## src/rtl/mcu_pkg.sv

```systemverilog
// Shared MCU definitions: fetch state encoding and default fetch widths.
package mcu_pkg;

  localparam int unsigned ADDR_W_DEFAULT      = 8;
  localparam int unsigned DATA_W_DEFAULT      = 8;
  localparam int unsigned OPERAND_BIT_DEFAULT = 7;

  typedef enum logic [1:0] {
    FETCH_OP  = 2'd0,
    FETCH_ARG = 2'd1,
    ISSUE     = 2'd2,
    HALTED    = 2'd3
  } fetch_state_e;

endpackage

```

## src/rtl/instruction_fetch_unit.sv

```systemverilog
// Fetch sequencer: steps the PC, reads opcode/operand bytes into the IR and
// issues them to execute over valid/ready, with branch redirect and halt.
module instruction_fetch_unit
  import mcu_pkg::*;
#(
  parameter int unsigned ADDR_W      = ADDR_W_DEFAULT,
  parameter int unsigned DATA_W      = DATA_W_DEFAULT,
  parameter int unsigned OPERAND_BIT = OPERAND_BIT_DEFAULT
) (
  input  logic              clk,
  input  logic              reset,
  input  logic [ADDR_W-1:0] pc_value,
  output logic              load_pc,
  output logic              inc_pc,
  output logic [ADDR_W-1:0] pc_in,
  output logic [ADDR_W-1:0] mem_addr,
  output logic              mem_rd,
  input  logic [DATA_W-1:0] mem_rdata,
  input  logic              mem_ready,
  output logic [DATA_W-1:0] ir_opcode,
  output logic [DATA_W-1:0] ir_operand,
  output logic              instr_valid,
  input  logic              instr_ready,
  input  logic              branch_taken,
  input  logic [ADDR_W-1:0] branch_target,
  input  logic              halt,
  output logic              halted
);

  fetch_state_e state, next_state;
  logic         latch_op;
  logic         latch_arg;
  logic         clear_arg;

  assign mem_addr = pc_value;

  // State register
  always_ff @(posedge clk or posedge reset) begin
    if (reset) state <= FETCH_OP;
    else       state <= next_state;
  end

  // Next state and PC strobes; the PC clears on a strobe-free cycle, so the
  // default is an explicit hold via load_pc with the current value.
  always_comb begin
    next_state = state;
    load_pc    = 1'b1;
    inc_pc     = 1'b0;
    pc_in      = pc_value;
    mem_rd     = (state == FETCH_OP) || (state == FETCH_ARG);
    halted     = (state == HALTED);
    latch_op   = 1'b0;
    latch_arg  = 1'b0;
    clear_arg  = 1'b0;

    if (branch_taken) begin
      pc_in      = branch_target;
      next_state = FETCH_OP;
    end else begin
      case (state)
        FETCH_OP: begin
          if (mem_ready) begin
            latch_op = 1'b1;
            load_pc  = 1'b0;
            inc_pc   = 1'b1;
            if (mem_rdata[OPERAND_BIT]) begin
              next_state = FETCH_ARG;
            end else begin
              clear_arg  = 1'b1;
              next_state = ISSUE;
            end
          end else if (halt) begin
            next_state = HALTED;
          end
        end
        FETCH_ARG: begin
          if (mem_ready) begin
            latch_arg  = 1'b1;
            load_pc    = 1'b0;
            inc_pc     = 1'b1;
            next_state = ISSUE;
          end
        end
        ISSUE: begin
          if (instr_valid && instr_ready) next_state = halt ? HALTED : FETCH_OP;
        end
        HALTED: begin
          if (!halt) next_state = FETCH_OP;
        end
        default: next_state = FETCH_OP;
      endcase
    end

    if (reset) begin
      load_pc = 1'b0;
      inc_pc  = 1'b0;
      mem_rd  = 1'b0;
      halted  = 1'b0;
      pc_in   = '0;
    end
  end

  // Instruction register and valid flag
  always_ff @(posedge clk or posedge reset) begin
    if (reset) begin
      ir_opcode   <= '0;
      ir_operand  <= '0;
      instr_valid <= 1'b0;
    end else begin
      if (latch_op) ir_opcode <= mem_rdata;
      if (latch_arg)      ir_operand <= mem_rdata;
      else if (clear_arg) ir_operand <= '0;
      instr_valid <= (next_state == ISSUE);
    end
  end

endmodule

```

## config.mk

```make
export PLATFORM = sky130hd
export DESIGN_NAME = instruction_fetch_unit
export DESIGN_NICKNAME = d
export VERILOG_FILES = /design/src/rtl/mcu_pkg.sv /design/src/rtl/instruction_fetch_unit.sv
export SDC_FILE = /design/constraint.sdc
export NUM_CORES = 1
export LEC_CHECK = 0
export ABC_AREA = 1
export BUFFER_PORTS_ARGS = -buffer_cell sky130_fd_sc_hd__buf_2
export CORE_MARGIN = 8
export CORE_UTILIZATION = 47
export CTS_BUF_LIST = sky130_fd_sc_hd__clkbuf_8
export DETAILED_ROUTE_END_ITERATION = 6
export HOLD_SLACK_MARGIN = 0.1
export PLACE_DENSITY = 0.95
export SYNTH_ARGS = -nofsm -noshare
export SYNTH_HDL_FRONTEND = slang
export SYNTH_SLANG_ARGS = --single-unit
```

## constraint.sdc

```tcl
create_clock -name clk -period 2.8 [get_ports clk]
set_input_delay 0.56 -clock clk [delete_from_list [all_inputs] [get_ports clk]]
set_output_delay 0.56 -clock clk [all_outputs]
set_load 0.005 [all_outputs]
```

# Word level (Yosys, flattened, before mapping)
# Index checks and enable logic that the tools add are counted.
# word_totals
ff_bits,19
in_bits,30
out_inout_bits,37
elab_cells,44
# classes
eq_ne,4
mux,31
reduce_logical,5
# op_table
cell,count
$mux W8,4
$mux W1,18
$mux W2,8
$pmux W2 S4,1
$eq A2 B2 Y1 const B,3
$eq A2 B1 Y1 const B,1
$logic_not A2 Y1,1
$reduce_bool A2 Y1,1
$reduce_or A2 Y1,1
$logic_and A1 B1 Y1,1
$logic_or A1 B1 Y1,1

# Logic depth before layout (Yosys ltp)
# Gate-level depths: netlist of the first run.
# depth
depth_word,6
mapped_depth,7
mapped_depth_nobuf,7

# Least setup slack after synthesis of the first run
# Ideal clock, no wire load.
# synth_path
kind,input -> output
start,input port reset
end,output port pc_in[0]
t_arrival_ns,1.364
t_required_ns,2.240
slack_ns,0.876
cell_stages,3
path_buffers,0
path_cell_list,clkinv_1 -> o21ai_0 -> nor2_1
# synth_between
elab_chain_len,1
# synth_rtl
element,line_no,text
from (decl),instruction_fetch_unit.sv:11,"input logic reset,"
$mux W8,instruction_fetch_unit.sv:94,if (reset) begin
to (decl),instruction_fetch_unit.sv:15,"output logic [ADDR_W-1:0] pc_in,"
# No other way between the ends.

# Final worst setup path of the first run
# layout_path
start,input port reset
end,output port pc_in[7]
# Same word-level chain as after synthesis.

==> metrics.md, run 1 <==
| Metric | Value |
|---|---|
| Syn Nets | 165 |
| CP Data Arrival Time | approximately 1.5 ns |
| Chip Width | between 60 and 70 microns |
| Post-synth top cells | 22 x nand2_1, 22 x nor2_1, 19 x dfrtp_1 |
| Cell Int Power | between 0.5 and 0.6 mW |
| Setup crit end | pc_in[7] |
| Die ar. | 4120 sq um |
| Residual DRC | 0 |
| H-Tree Depth | 1 |
| Fin Setup TNS | 0 ns |
| CP bufs+invs | 3 |
| # diodes | 0 |
| Combinational power share | 0.328 |
| Area grow syn2layout | 30.4% |
| Final count of hold timing violations | 0 |
| Status | complete, no violations |
| Final setup violation count | 0 |
| GP Congestion | 0.814 |
| Largest net degree at the start of global routing | 20 |
| Vias in the first global route | 1027 |
| Critical path depth | 5 |
| Switching Share | 0.330 |
| Num ports | between 60 and 70 |
| Seq pwr share | 0.449 |
| Largest cells by area after synthesis | dfrtp_1 44%, o21ai_2 9.6%, nand2_1 7.6% |
| Worst reg2reg startpoint | state[1] |
| Layout cells sized above 1 | 0.456 |
| Leak | 0.857 nW |
| CTS Buf Count | 3 |
| Total GRT Usage | 0.137 |
| Non-Filler Instances | 223 |
| Hold Crit Class | input port to asynchronous set/reset pin |
| M1 wire length | 1090 microns |
| Syn Inst Count | 135 |
| Hold_buf cts | 0 |
| Routed WL per cell | about 13 microns |
| Setup ws final | 0.700 ns |
| Crit start category | input port |
| Reg clk slew, reported paths | 0.07 ns |
| Peak supply drop | 0.544 mV |
| Fin crit period | roughly 2.1 ns |
| Post-CTS sizing | 0 |
| GRT Residual Overflow | 0 |
| Via count | 1034 |
| RSZ-0062 raised after global routing | false |
| Syn Std Cell Area | about 1100 sq um |
| Yosys cell types | 19 |
| NumNets Final | between 200 and 250 |
| Iteration count of the initial detailed-routing pass | 4 |
| CTS Root Buffer Type | clkbuf_8 |
| Flop2flop setup slack | 1.52 ns |
| Total wire length | about 2900 microns |
| Seq/Total Area, Yosys | 0.436 |
| Reg2reg end | ir_operand[3] |
| Syn Area/Cell | 8.07 sq um |
| Clk sinks | 19 |
| Syn. warnings | 0 |
| CP top delay family | buffers and inverters |
| Routed Antenna Nets | 0 |
| MaxCap Viol Count | 0 |
| Vias per Instance | ~4.6 |
| Clock power share | 0.223 |
| Worst hold margin | approximately 0.3 ns |
| Crit Path Category | input port to output pin |
| Cell taking the most area after synthesis | dfrtp_1 |
| Least-Margin Pin Slew | 0.549 ns |
| Initial core utilization | 0.493 |
| Cell Pwr Density | roughly 600 nW/um^2 |
| Antenna violations before repair | 0 |
| CP Cell Sequence | buf_2 > clkinv_1 > o21ai_0 > nor2_1 > buf_2 |
| First-pass GRT wire length | ~4800 microns |
| CP max-delay cell | clkinv_1 |
| EDFF count, synth | 0 |
| Worst EP required | about 2.2 ns |
| Initial DRC Count | 14 |
| Async set-reset flop share out of synthesis | 1.00 |
| Crit path largest cell delay | 0.45 ns |
| Switch Pwr | between 0.2 and 0.3 mW |
| CP endpoint kind | output pin |
| Pre-CTS setup slack | 0.663 ns |
| Clock Tree Buf Depth | 2 |
| Crit path top cell by count | buf_2 |
| Skew final | 0.00601 ns |
| HPWL Detailed | around 2400 microns |
| TritonCTS clock tree | yes |
| Met3 WL | between 100 and 150 microns |
| Total power | 0.858 mW |
| Fill cells | between 200 and 250 |
| Top layer in use | met4 |
| Setup Buffers After CTS | 0 |
| CP Launch Point | reset |
| Achievable Freq | 476 MHz |
| Placed Cells | 219 |
| Met2 Wirelength | 1640 microns |
| Clock latency on the worst-skew pair | 0.26 ns |
| Max-slew headroom | 0.632 |
| Input/output buffers | 66 |
| Post-synth top area share | 0.436 |
| CP Max Fanout | 19 |
| Top_reg_cell synth | dfrtp_1 |
| Period utilisation layout | 0.750 |
| FF+latch count, synth | 19 |
| Die Y | 64.2 microns |
| # rows | 17 |
| Max-slew violations | 0 |
| Reg2reg path depth | 6 |
| Core Area | ~2200 sq um |
-- through the flow --
step	instance area [sq um]	util
global route	1420	0.643
finish	1420	0.643
floorplan	1090	-
detailed placement	1370	0.620
global placement	1370	0.620
CTS	1420	0.643
-- worst min-delay path by stage --
stage | endpoint | slack, ns | start | cells past startpoint
floorplan | instr_valid | 0.47 | reset | 1
global placement | ir_opcode[5] | 0.46 | ir_opcode[5] | 2
detailed placement | ir_opcode[5] | 0.46 | ir_opcode[5] | 2
CTS | ir_opcode[2] | 0.31 | reset | 2
global route | state[1] | 0.32 | reset | 2
finish | state[1] | 0.30 | reset | 2
-- metal layers --
layer,GRT usage,up-vias
met3,0.0348,2
met5,0,-
met1,0.152,472
li1,-,535
met4,0.0163,0
met2,0.262,25
-- state kept, by name, summed over array words and instances, names as in the netlist --
register and cells:
ir_opcode 8, state 2, instr_valid 1, ir_operand 8
-- logic make-up (layout without fill, tap and decap cells) --
family / count (synthesis) / after routing / synth area share
AND/OR/NAND/NOR: 59 / 59 / 0.248
buffers and inverters: 30 / 90 / 0.148
AO/OA/AOI/OAI: 27 / 27 / 0.168
flip-flops: 19 / 19 / 0.436
-- final cells by class --
class                           instances  area, sq um  share of cell area
Clock inverter                          1         7.51             0.00528
Inverter                               19         71.3              0.0502
Sequential cell                        19          475               0.335
Tap cell                               28         35.0              0.0246
Clock buffer                            3         41.3              0.0290
Timing Repair Buffer                   67          338               0.238
Multi-Input combinational cell         86          453               0.319
-- power groups by stage --
stage	Sequential [mW]	Clock, mW	Combinational (mW)
2_1_floorplan	0.393	0	0.156
3_3_place_gp	0.387	0	0.277
3_5_place_dp	0.389	0	0.286
4_1_cts	0.385	0.195	0.289
5_1_grt	0.391	0.209	0.320
6_report	0.385	0.191	0.282
-- cell usage in the layout (no fill, tap or decap), types with 3 or more instances in the layout --
cell type | Yosys | layout
clkbuf_8 | 0 | 3
inv_1 | 16 | 16
o21ai_2 | 12 | 12
dfrtp_1 | 19 | 19
buf_2 | 0 | 66
nand3_1 | 9 | 9
o21ai_1 | 3 | 3
o21ai_0 | 9 | 9
nand2_1 | 22 | 22
nor2_1 | 22 | 22
-- worst register-to-register path: cells and delay by family, from the launching register on --
| kind | cells | cell delay, ns |
|---|---|---|
| flops | 1 | 0.43 |
| buf+inv | 1 | 0.09 |
| simple gates | 4 | 0.58 |
| compound gates | 1 | 0.06 |
(Power assumes the default switching activity.)
==> run 2: changes to the inputs <==
--- a/config.mk
+++ b/config.mk
@@ -8,11 +8,11 @@
 export ABC_AREA = 1
 export BUFFER_PORTS_ARGS = -buffer_cell sky130_fd_sc_hd__buf_2
 export CORE_MARGIN = 8
-export CORE_UTILIZATION = 47
+export CORE_UTILIZATION = 40
 export CTS_BUF_LIST = sky130_fd_sc_hd__clkbuf_8
 export DETAILED_ROUTE_END_ITERATION = 6
 export HOLD_SLACK_MARGIN = 0.1
-export PLACE_DENSITY = 0.95
+export PLACE_DENSITY = 0.88
 export SYNTH_ARGS = -nofsm -noshare
 export SYNTH_HDL_FRONTEND = slang
 export SYNTH_SLANG_ARGS = --single-unit
==> constraint.sdc (replaced) <==
create_clock -name clk -period 1.8 [get_ports clk]
set_input_delay 0.36 -clock clk [delete_from_list [all_inputs] [get_ports clk]]
set_output_delay 0.36 -clock clk [all_outputs]
set_load 0.005 [all_outputs]
==> metrics.md, run 2 (synthesis gave the netlist of run 1 again) <==
| Metric | Value |
|---|---|
| Final Core Density | 0.534 |
| Clock latency on the worst-skew pair | 0.25 ns |
| # diodes | 0 |
| Initial core utilization | 0.409 |
| Final Cell Area | 1420 sq um |
| Period utilisation layout | 0.927 |
| Worst EP required | 1.44 ns |
| Via count | approximately 1000 |
| Clock Tree Buf Depth | 2 |
| Cell Pwr Density | about 900 nW/um^2 |
| CTS Buf Count | 3 |
| Routed WL per cell | 12.0 microns |
| CP Data Arrival Time | 1.31 ns |
| Achievable Freq | 599 MHz |
| Reg2reg end | ir_operand[5] |
| Vias in the first global route | 1048 |
| Chip Width | 68.2 microns |
| Initial DRC Count | 60 |
| RSZ-0062 raised after global routing | false |
| Die ar. | 4650 sq um |
| Largest registers | ir_opcode: 8 flops, ir_operand: 8 flops, state: 2 flops |
| Layout cells sized above 1 | 0.451 |
| TritonCTS clock tree | yes |
| Fin crit period | ~1.7 ns |
| Met3 WL | 279 microns |
| Iteration count of the initial detailed-routing pass | 4 |
| Leak | 0.862 nW |
| Max-slew violations | 0 |
| CTS Root Buffer Type | clkbuf_8 |
| Clk sinks | 19 |
| Hold_buf cts | 0 |
| Most frequent cells in the layout | 66 x buf_2, 22 x nand2_1, 22 x nor2_1, 19 x dfrtp_1, 17 x inv_1 |
| GRT Residual Overflow | 0 |
| Antenna violations before repair | 0 |
| Area grow syn2layout | 30.4% |
| Fill cells | between 200 and 300 |
| Total wire length | 2710 microns |
| First-pass GRT wire length | 4440 microns |
| Crit start category | flop |
| Worst reg2reg startpoint | state[1] |
| Peak supply drop | 0.691 mV |
| Residual DRC | 0 |
| Pre-CTS setup slack | around 0.25 ns |
| Met2 Wirelength | ~1300 microns |
| Crit Path Category | flop to output pin |
| Max-slew headroom | 0.835 |
| # rows | 19 |
| Hold Crit Class | input port to asynchronous set/reset pin |
| Flop2flop setup slack | approximately 0.52 ns |
| Setup Buffers After CTS | 0 |
| Largest net degree at the start of global routing | 20 |
| Total GRT Usage | 0.121 |
| Post-CTS sizing | 0 |
| Top layer in use | met4 |
| Status | complete, no violations |
| Fin Setup TNS | 0 ns |
| Setup ws final | around 0.13 ns |
| Dpl cell area | 1380 sq um |
| Final count of hold timing violations | 0 |
| Total power | 1.30 mW |
| Least-Margin Pin Slew | around 0.25 ns |
| MaxCap Viol Count | 0 |
| Die Y | 68.2 microns |
| CP Max Fanout | 6 |
| Routed Antenna Nets | 0 |
| Vias per Instance | 4.61 |
| Input/output buffers | between 60 and 70 |
| GP Congestion | between 0.8 and 0.9 |
| Num ports | between 60 and 70 |
| HPWL Detailed | 2250 microns |
| M1 wire length | 1150 microns |
| NumNets Final | 226 |
| Final setup violation count | 0 |
| H-Tree Depth | 1 |
| Reg2reg path depth | 6 |
| Core Area | 2660 sq um |
| Commonest non-fill, non-tap cell in the layout | buf_2 |
| Reg clk slew, reported paths | about 0.07 ns |
| CP endpoint kind | output pin |
| Skew final | around 0.0044 ns |
[run 2: where the power goes]
group | total [mW] | internal [mW] | switching [mW]
clock network | 0.282 | 0.151 | 0.130
registers | 0.595 | 0.534 | 0.0613
logic | 0.428 | 0.204 | 0.224
[run 2: critical path, cell delays in order (launching register included)]
cell and delay, ns:
dfrtp_1 0.44, inv_2 0.10, nand2_2 0.09, nor2_8 0.15, inv_1 0.07, nand2_1 0.06
inv_1 0.04, buf_2 0.12
[run 2: final cells by class]
| cell class | instances | area [sq um] | area share |
|---|---|---|---|
| Inverter | 19 | 71.3 | 0.0502 |
| Timing Repair Buffer | 67 | 338 | 0.238 |
| Clock buffer | 3 | 41.3 | 0.0290 |
| Tap cell | 31 | 38.8 | 0.0273 |
| Sequential cell | 19 | 475 | 0.335 |
| Clock inverter | 1 | 3.75 | 0.00264 |
| Multi-Input combinational cell | 86 | 453 | 0.319 |
[run 2: worst max path at each step]
stage	start	end	slack (ns)	cells after the start
2_1_floorplan	reset	pc_in[0]	0.28	3
3_3_place_gp	branch_taken	pc_in[7]	0.28	5
3_5_place_dp	branch_taken	pc_in[5]	0.25	5
4_1_cts	state[1]	load_pc	0.13	7
5_1_grt	state[1]	inc_pc	0.03	6
6_report	state[1]	load_pc	0.13	7
[run 2: metrics by stage]
stage | instances | hold WS [ns]
after floorplan | 135 | 0.266
after global placement | 222 | 0.461
final | 226 | 0.299
after detailed placement | 222 | 0.462
after CTS | 226 | 0.303
after global routing | 226 | 0.342
[run 2: routing by layer]
layer	global-route usage	up-vias
li1	-	537
met1	0.134	460
met2	0.213	43
met3	0.0491	2
met4	0.0230	0
met5	0	-
